## config.mk

```make
export PLATFORM = sky130hd
export DESIGN_NAME = spi_flash_reader
export DESIGN_NICKNAME = d
export VERILOG_FILES = /design/src/rtl/spi_flash_reader.sv
export SDC_FILE = /design/constraint.sdc
export NUM_CORES = 1
export LEC_CHECK = 0
export ABC_CLOCK_PERIOD_IN_PS = 2300
export BUFFER_PORTS_ARGS = -buffer_cell sky130_fd_sc_hd__buf_4
export CAP_MARGIN = 15
export CORE_MARGIN = 4
export CORE_UTILIZATION = 56
export DETAILED_ROUTE_END_ITERATION = 8
export HOLD_SLACK_MARGIN = 0.1
export PLACE_DENSITY = 0.86
export SLEW_MARGIN = 10
export SYNTH_ARGS = -nofsm -noshare
export SYNTH_HDL_FRONTEND = slang
export SYNTH_SLANG_ARGS = --single-unit
```

## constraint.sdc

```tcl
create_clock -name clk -period 2.3 [get_ports clk]
set_input_delay 0.23 -clock clk [delete_from_list [all_inputs] [get_ports clk]]
set_output_delay 0.23 -clock clk [all_outputs]
set_load 0.1 [all_outputs]
```

## src/rtl/spi_flash_reader.sv

```systemverilog
// -----------------------------------------------------------------------------
// spi_flash_reader
//
// Command sequencer that sits directly above a byte-wide SPI engine. A single
// request reads req_len 32-bit words starting at flash byte address req_addr:
// chip select is dropped, the read opcode and three address bytes are sent,
// then 4*req_len bytes are clocked in and packed big-endian into words that
// leave on a valid/ready stream. The flash auto-increments its address, so the
// address is sent once per request.
//
// Build option:
//   SPI_FLASH_FASTREAD_EN  - when defined, the fast-read opcode 8'h0B is used
//                            and one dummy byte follows the address. The byte
//                            received during the dummy slot is dropped. When
//                            undefined, READ_OPCODE is used with no dummy byte.
//
// Parameters:
//   CS_GUARD_CLKS - clk cycles cs_n is low before the first start, low after
//                   the last done, and high between requests (must be >= 1)
//   READ_OPCODE   - opcode for normal read mode
//
// Ports:
//   clk, reset    - system clock, synchronous active-high reset
//   req_valid/req_ready, req_addr[23:0], req_len[7:0]
//                 - read request handshake; req_len = 0 is accepted as a no-op
//   word_valid/word_ready, word_data[31:0]
//                 - output word stream; first received byte lands in [31:24]
//   busy          - high from request accept until return to idle
//   spi_in_byte[7:0], spi_start
//                 - byte to send and one-cycle start pulse to the engine
//   spi_out_byte[7:0], spi_done
//                 - received byte and one-cycle completion pulse from the engine
//   cs_n          - flash chip select, active low
// -----------------------------------------------------------------------------
module spi_flash_reader #(
  parameter int unsigned CS_GUARD_CLKS = 2,
  parameter logic [7:0]  READ_OPCODE   = 8'h03
) (
  input  logic        clk,
  input  logic        reset,
  input  logic        req_valid,
  output logic        req_ready,
  input  logic [23:0] req_addr,
  input  logic [7:0]  req_len,
  output logic        word_valid,
  input  logic        word_ready,
  output logic [31:0] word_data,
  output logic        busy,
  output logic [7:0]  spi_in_byte,
  output logic        spi_start,
  input  logic [7:0]  spi_out_byte,
  input  logic        spi_done,
  output logic        cs_n
);

  // Guard counters run 0 .. CS_GUARD_CLKS-1.
  localparam logic [7:0] GUARD_LAST = 8'(CS_GUARD_CLKS - 1);

`ifdef SPI_FLASH_FASTREAD_EN
  localparam logic [7:0] CMD_OPCODE = 8'h0B;
`else
  localparam logic [7:0] CMD_OPCODE = READ_OPCODE;
`endif

  typedef enum logic [3:0] {
    S_IDLE,
    S_CS_SETUP,
    S_CMD,
    S_ADDR,
    S_DUMMY,
    S_DATA,
    S_HOLD,
    S_CS_HOLD_LO,
    S_CS_HOLD_HI
  } state_e;

  state_e      state_q;
  logic [23:0] addr_q;        // shifted left one byte per address byte sent
  logic [7:0]  rem_q;         // words still to deliver
  logic [7:0]  guard_q;       // chip-select guard counter
  logic [1:0]  idx_q;         // address byte index or data byte lane
  logic [23:0] shift_q;       // bytes of the word received so far
  logic        wait_q;        // a byte is outstanding at the engine
  logic        req_ready_q;
  logic        word_valid_q;
  logic [31:0] word_data_q;
  logic        busy_q;
  logic [7:0]  spi_in_byte_q;
  logic        spi_start_q;
  logic        cs_n_q;

  // Word as it looks once the current engine byte is appended.
  logic [31:0] word_d;
  // Completion pulse that belongs to the outstanding byte. A done during the
  // start cycle itself or with nothing outstanding is stray and ignored.
  logic        done_d;

  always_comb begin
    word_d = {shift_q, spi_out_byte};
    done_d = spi_done & wait_q & ~spi_start_q;
  end

  always_ff @(posedge clk) begin
    // NOTE: reset is sampled on the clock edge only, so it lives inside the
    // clocked branch rather than in the sensitivity list.
    if (reset) begin
      state_q       <= S_IDLE;
      addr_q        <= '0;
      rem_q         <= '0;
      guard_q       <= '0;
      idx_q         <= '0;
      shift_q       <= '0;
      wait_q        <= 1'b0;
      req_ready_q   <= 1'b0;
      word_valid_q  <= 1'b0;
      word_data_q   <= '0;
      busy_q        <= 1'b0;
      spi_in_byte_q <= '0;
      spi_start_q   <= 1'b0;
      cs_n_q        <= 1'b1;
    end else begin
      // NOTE: the start strobe defaults low every cycle and is raised only by
      // the branch that issues a byte, which makes it a one-cycle pulse.
      spi_start_q <= 1'b0;
      if (done_d) begin
        wait_q <= 1'b0;
      end

      case (state_q)
        S_IDLE: begin
          req_ready_q <= 1'b1;
          if (req_valid && req_ready_q) begin
            addr_q <= req_addr;
            rem_q  <= req_len;
            // A zero-length request is consumed without touching the flash.
            if (req_len != 8'd0) begin
              req_ready_q <= 1'b0;
              busy_q      <= 1'b1;
              cs_n_q      <= 1'b0;
              guard_q     <= '0;
              state_q     <= S_CS_SETUP;
            end
          end
        end

        S_CS_SETUP: begin
          // cs_n fell on entry; the opcode start lands CS_GUARD_CLKS later.
          if (guard_q == GUARD_LAST) begin
            spi_in_byte_q <= CMD_OPCODE;
            spi_start_q   <= 1'b1;
            wait_q        <= 1'b1;
            state_q       <= S_CMD;
          end else begin
            guard_q <= guard_q + 8'd1;
          end
        end

        S_CMD: begin
          if (done_d) begin
            spi_in_byte_q <= addr_q[23:16];
            addr_q        <= {addr_q[15:0], 8'h00};
            spi_start_q   <= 1'b1;
            wait_q        <= 1'b1;
            idx_q         <= 2'd0;
            state_q       <= S_ADDR;
          end
        end

        S_ADDR: begin
          if (done_d) begin
            spi_in_byte_q <= 8'h00;
            spi_start_q   <= 1'b1;
            wait_q        <= 1'b1;
            if (idx_q == 2'd2) begin
              idx_q <= 2'd0;
`ifdef SPI_FLASH_FASTREAD_EN
              state_q <= S_DUMMY;
`else
              state_q <= S_DATA;
`endif
            end else begin
              spi_in_byte_q <= addr_q[23:16];
              addr_q        <= {addr_q[15:0], 8'h00};
              idx_q         <= idx_q + 2'd1;
            end
          end
        end

        S_DUMMY: begin
          // The byte clocked in during the dummy slot carries no data.
          if (done_d) begin
            spi_in_byte_q <= 8'h00;
            spi_start_q   <= 1'b1;
            wait_q        <= 1'b1;
            idx_q         <= 2'd0;
            state_q       <= S_DATA;
          end
        end

        S_DATA: begin
          if (done_d) begin
            shift_q <= word_d[23:0];
            if (idx_q == 2'd3) begin
              word_data_q  <= word_d;
              word_valid_q <= 1'b1;
              state_q      <= S_HOLD;
            end else begin
              spi_in_byte_q <= 8'h00;
              spi_start_q   <= 1'b1;
              wait_q        <= 1'b1;
              idx_q         <= idx_q + 2'd1;
            end
          end
        end

        S_HOLD: begin
          // No byte is started while the word waits, so the SPI clock simply
          // pauses with cs_n still low.
          if (word_ready) begin
            word_valid_q <= 1'b0;
            rem_q        <= rem_q - 8'd1;
            if (rem_q == 8'd1) begin
              guard_q <= '0;
              state_q <= S_CS_HOLD_LO;
            end else begin
              spi_in_byte_q <= 8'h00;
              spi_start_q   <= 1'b1;
              wait_q        <= 1'b1;
              idx_q         <= 2'd0;
              state_q       <= S_DATA;
            end
          end
        end

        S_CS_HOLD_LO: begin
          if (guard_q == GUARD_LAST) begin
            cs_n_q  <= 1'b1;
            guard_q <= '0;
            state_q <= S_CS_HOLD_HI;
          end else begin
            guard_q <= guard_q + 8'd1;
          end
        end

        S_CS_HOLD_HI: begin
          // Minimum deselect time before the next request can be taken.
          if (guard_q == GUARD_LAST) begin
            busy_q      <= 1'b0;
            req_ready_q <= 1'b1;
            state_q     <= S_IDLE;
          end else begin
            guard_q <= guard_q + 8'd1;
          end
        end

        default: begin
          state_q <= S_IDLE;
        end
      endcase
    end
  end

  assign req_ready   = req_ready_q;
  assign word_valid  = word_valid_q;
  assign word_data   = word_data_q;
  assign busy        = busy_q;
  assign spi_in_byte = spi_in_byte_q;
  assign spi_start   = spi_start_q;
  assign cs_n        = cs_n_q;

endmodule

```

==> summary.txt <==
Placed design
  – Placed Area: 6141 um^2
  – IO buf count: 89
  – Dpl ws: 0.1076 ns
  – Gpl congestion: 0.8796
  – DP HPWL: 9.015 mm

Die
  – Die width: 104.8 um
  – Starting Density: 57.05%
  – Die area: 10980 um^2
  – Die H: 104.8 um
  – Core area: 9196 um^2
  – # rows: 35
  – Number of placed I/O pins: 90

Critical path
  – Crit-path cells: ha_1 > nor4b_1 > a31o_2 > and4_4 > o2111ai_4 > a311o_1
  – Worst Path Max Fanout: 5
  – Max stage delay on crit path: 0.46 ns
  – CP arrival: 2.61 ns
  – Worst setup path class: register to register
  – R2R cell count: 6
  – Crit. End Element: register
  – CP max stage cell: nor4b_1
  – Setup crit start kind: register
  – WP buf/inv: 0
  – CP top delay family: compound AO/OA/AOI/OAI gates
  – Reg-to-reg setup timing slack: 0.09 ns
  – R2R Path End: state_q[1]$_SDFFE_PP0P_
  – Critical Path RT: 2.71 ns
  – RR Startpoint: guard_q[0]$_SDFFE_PP0P_

Clock tree
  – Root Buffer: clkbuf_8
  – TritonCTS clock tree: yes
  – Clock sink count: 116
  – H-Tree Level Count: 4
  – CTS Buf Count: 17
  – CTS clock-pin slew for the worst setup and hold paths: 0.06 ns
  – Total setup buffers inserted after CTS: 0
  – Worst-Skew Late Latency: 0.52 ns
  – CTS max path bufs: 2

Drt
  – Final wirelength: 15.05 mm
  – DR vias: 5471
  – Average wire per standard cell: 16.36 um
  – Routed vias/inst: 5.947
  – First-pass DRT Iterations: 5
  – Starting DRT DRC Count: 395
  – Drt drc: 0
  – DRT antenna net count: 0

Timing
  – Final slew viol count: 0
  – RSZ-0062 raised after global routing: no
  – PnR worst setup slack: 0.09266 ns
  – Max Clock Skew: 0.01006 ns
  – Worst relative slew slack: 47.51%
  – Min Tclk post-route: 2.207 ns
  – Setup TNS: 0 ns
  – Final period util: 95.97%
  – FMAX: 0.4530 GHz
  – Final Hold Viols: 0
  – Worst hold slack: 0.1324 ns
  – Setup-failing EPs final: 0
  – Worst slew pin tran: 0.7802 ns

Synth
  – Post-synthesis compound-gate area fraction: 21.44%
  – Syn nets: 716
  – Synth top area cells: dfxtp_1, nand2_1, a21oi_1
  – Post-Synth XOR/XNOR Area: 0%
  – Number of distinct library cells after synthesis: 66
  – Simple-Gate Fraction of Synth Area: 27.50%
  – Post-Syn Instances: 663
  – Synthesis Warnings: 0
  – Seq/Total Area, Yosys: 44.26%
  – Mapped Avg Cell Area: 7.913 um^2
  – Cell Area, Synth: 5246 um^2
  – Post-synth EDFFs: 0
  – Synth Area in Adders: 1.908%
  – Post-synth top area share: 44.26%
  – Fraction of synthesized area in multiplexers: 0.4054%
  – Main combinational cell family by area after synthesis: simple AND/OR/NAND/NOR gates
  – Synth Register Bits: 116
  – Top FF cell, synth: dfxtp_1
  – Biggest area consumer among synthesized cells: dfxtp_1
  – Post-synthesis async set-or-reset flop share: 0%

Layout
  – Post-route cell area: 7131 um^2
  – Ant diodes: 0
  – Final #Nets: 849
  – Synth-to-Final Area Change: 35.92%
  – Fillers: 598
  – Share of cells above drive strength 1: 21.51%

Hold path
  – Hold path endpoint: rem_q[3]$_SDFFE_PP0P_
  – Hold Startpoint: req_len[3]
  – HP Class: input port to register
  – Hold Path Stages: 5

Global route
  – Largest net degree at the start of global routing: 92
  – Global Route Usage Sum: 27.91%
  – Overflow left after global routing: 0
  – Initial antenna violation count: 0
  – Vias in the first global route: 5324
  – First-pass GRT wire length: 25.26 mm

Power
  – Worst IR Drop VDD: 0.5310 mV
  – Power per cell area: 1079 nW/um^2
  – P_leak: 0.002747 uW

Job
  – MaxCap Viol Count: 0

Status
  – Status: finished, final reports clean
[Yosys cell counts, types with 8 or more instances]
library cell / number
nor2_1: 41
nor3_1: 9
o21ai_0: 9
a21oi_1: 89
buf_2: 14
nand3_1: 14
ha_1: 8
dfxtp_1: 116
clkbuf_1: 30
inv_1: 11
nand2_1: 181
a311oi_1: 16
[where the power goes]
| part | total, uW | switching, uW | internal, uW |
|---|---|---|---|
| registers | 2500 | 225 | 2270 |
| clock network | 2720 | 1040 | 1680 |
| logic | 2480 | 1550 | 926 |
[cells by family after synthesis]
family / Yosys count
simple gates: 310
fa+ha+maj: 8
buf+inv: 56
flops: 116
mux: 2
compound gates: 171
[placed cells by master (no fill, tap or decap), types with 3 or more instances in the layout]
master	instances
or2_0	6
a21oi_1	89
o21ai_1	4
dfxtp_2	3
and3_1	6
nand4_1	6
dfxtp_1	113
nand3_1	14
ha_1	8
a31oi_1	7
nor4_1	4
inv_1	11
nor2b_1	7
a211oi_1	7
dlygate4sd3_1	38
nand3b_1	3
o21ai_0	9
clkbuf_16	16
bufinv_16	3
nor3_1	9
a311oi_1	16
nand2_1	181
inv_6	8
buf_4	119
o2111ai_1	7
nor2_1	40
or3_1	4
a32oi_1	4
nor3b_1	7
[routing by layer]
layer / up-vias / track usage (%) / wire length, um
met5: - / 0 / 0
met4: 0 / 13.68 / 552
met3: 54 / 6.856 / 890
met2: 226 / 47.94 / 7699
met1: 2587 / 32.35 / 5912
li1: 2604 / - / -
[how the worst max path moves through the flow]
stage | from | slack [ns] | depth (start not counted) | to
after CTS | guard_q[0]$_SDFFE_PP0P_ | 0.09 | 7 | spi_in_byte[6]$_SDFFE_PP0P_
after floorplan | spi_start$_SDFF_PP0_ | 0.23 | 6 | spi_in_byte[1]$_SDFFE_PP0P_
after global placement | state_q[1]$_SDFFE_PP0P_ | 0.20 | 6 | spi_in_byte[7]$_SDFFE_PP0P_
final | guard_q[0]$_SDFFE_PP0P_ | 0.09 | 6 | state_q[1]$_SDFFE_PP0P_
after global routing | guard_q[0]$_SDFFE_PP0P_ | 0.006 | 6 | state_q[1]$_SDFFE_PP0P_
after detailed placement | state_q[1]$_SDFFE_PP0P_ | 0.11 | 6 | spi_in_byte[3]$_SDFFE_PP0P_
[stage by stage]
| stage | total power [uW] | instances | utilization (%) |
|---|---|---|---|
| 2_1_floorplan | 4167 | 663 | - |
| 3_3_place_gp | 4783 | 850 | 66.78 |
| 3_5_place_dp | 4853 | 850 | 66.78 |
| 4_1_cts | 7650 | 920 | 77.50 |
| 5_1_grt | 8051 | 920 | 77.54 |
| 6_report | 7697 | 920 | 77.54 |
[worst reg2reg max path, cell delays in order (launching register included)]
cell       delay [ns]
dfxtp_1          0.40
ha_1             0.18
nor4b_1          0.46
a31o_2           0.26
and4_4           0.27
o2111ai_4        0.16
a311o_1          0.37
[state kept, by name, summed over array words and instances (netlist names), 2 cells and up]
register	flops
addr_q	24
guard_q	8
idx_q	2
rem_q	8
shift_q	24
spi_in_byte	8
state_q	4
word_data	32
[area by class of cell]
cell class | count | area, um^2 | share of cell area (%)
multi-input combinational | 491 | 2706 | 37.95
sequential | 116 | 2326 | 32.62
timing repair buffer | 159 | 1314 | 18.42
clock buffer | 17 | 414.1 | 5.808
clock inverter | 15 | 190.2 | 2.667
tap | 111 | 138.9 | 1.948
inverter | 11 | 41.29 | 0.5790
[what timing repair did]
action / in CTS / in global routing
setup endpoints to repair: 1 / 1
hold buffers: 38 / 0
endpoints found under the hold margin: 50 / 0
gates resized for setup: 1 / 1
(Power assumes the default switching activity.)
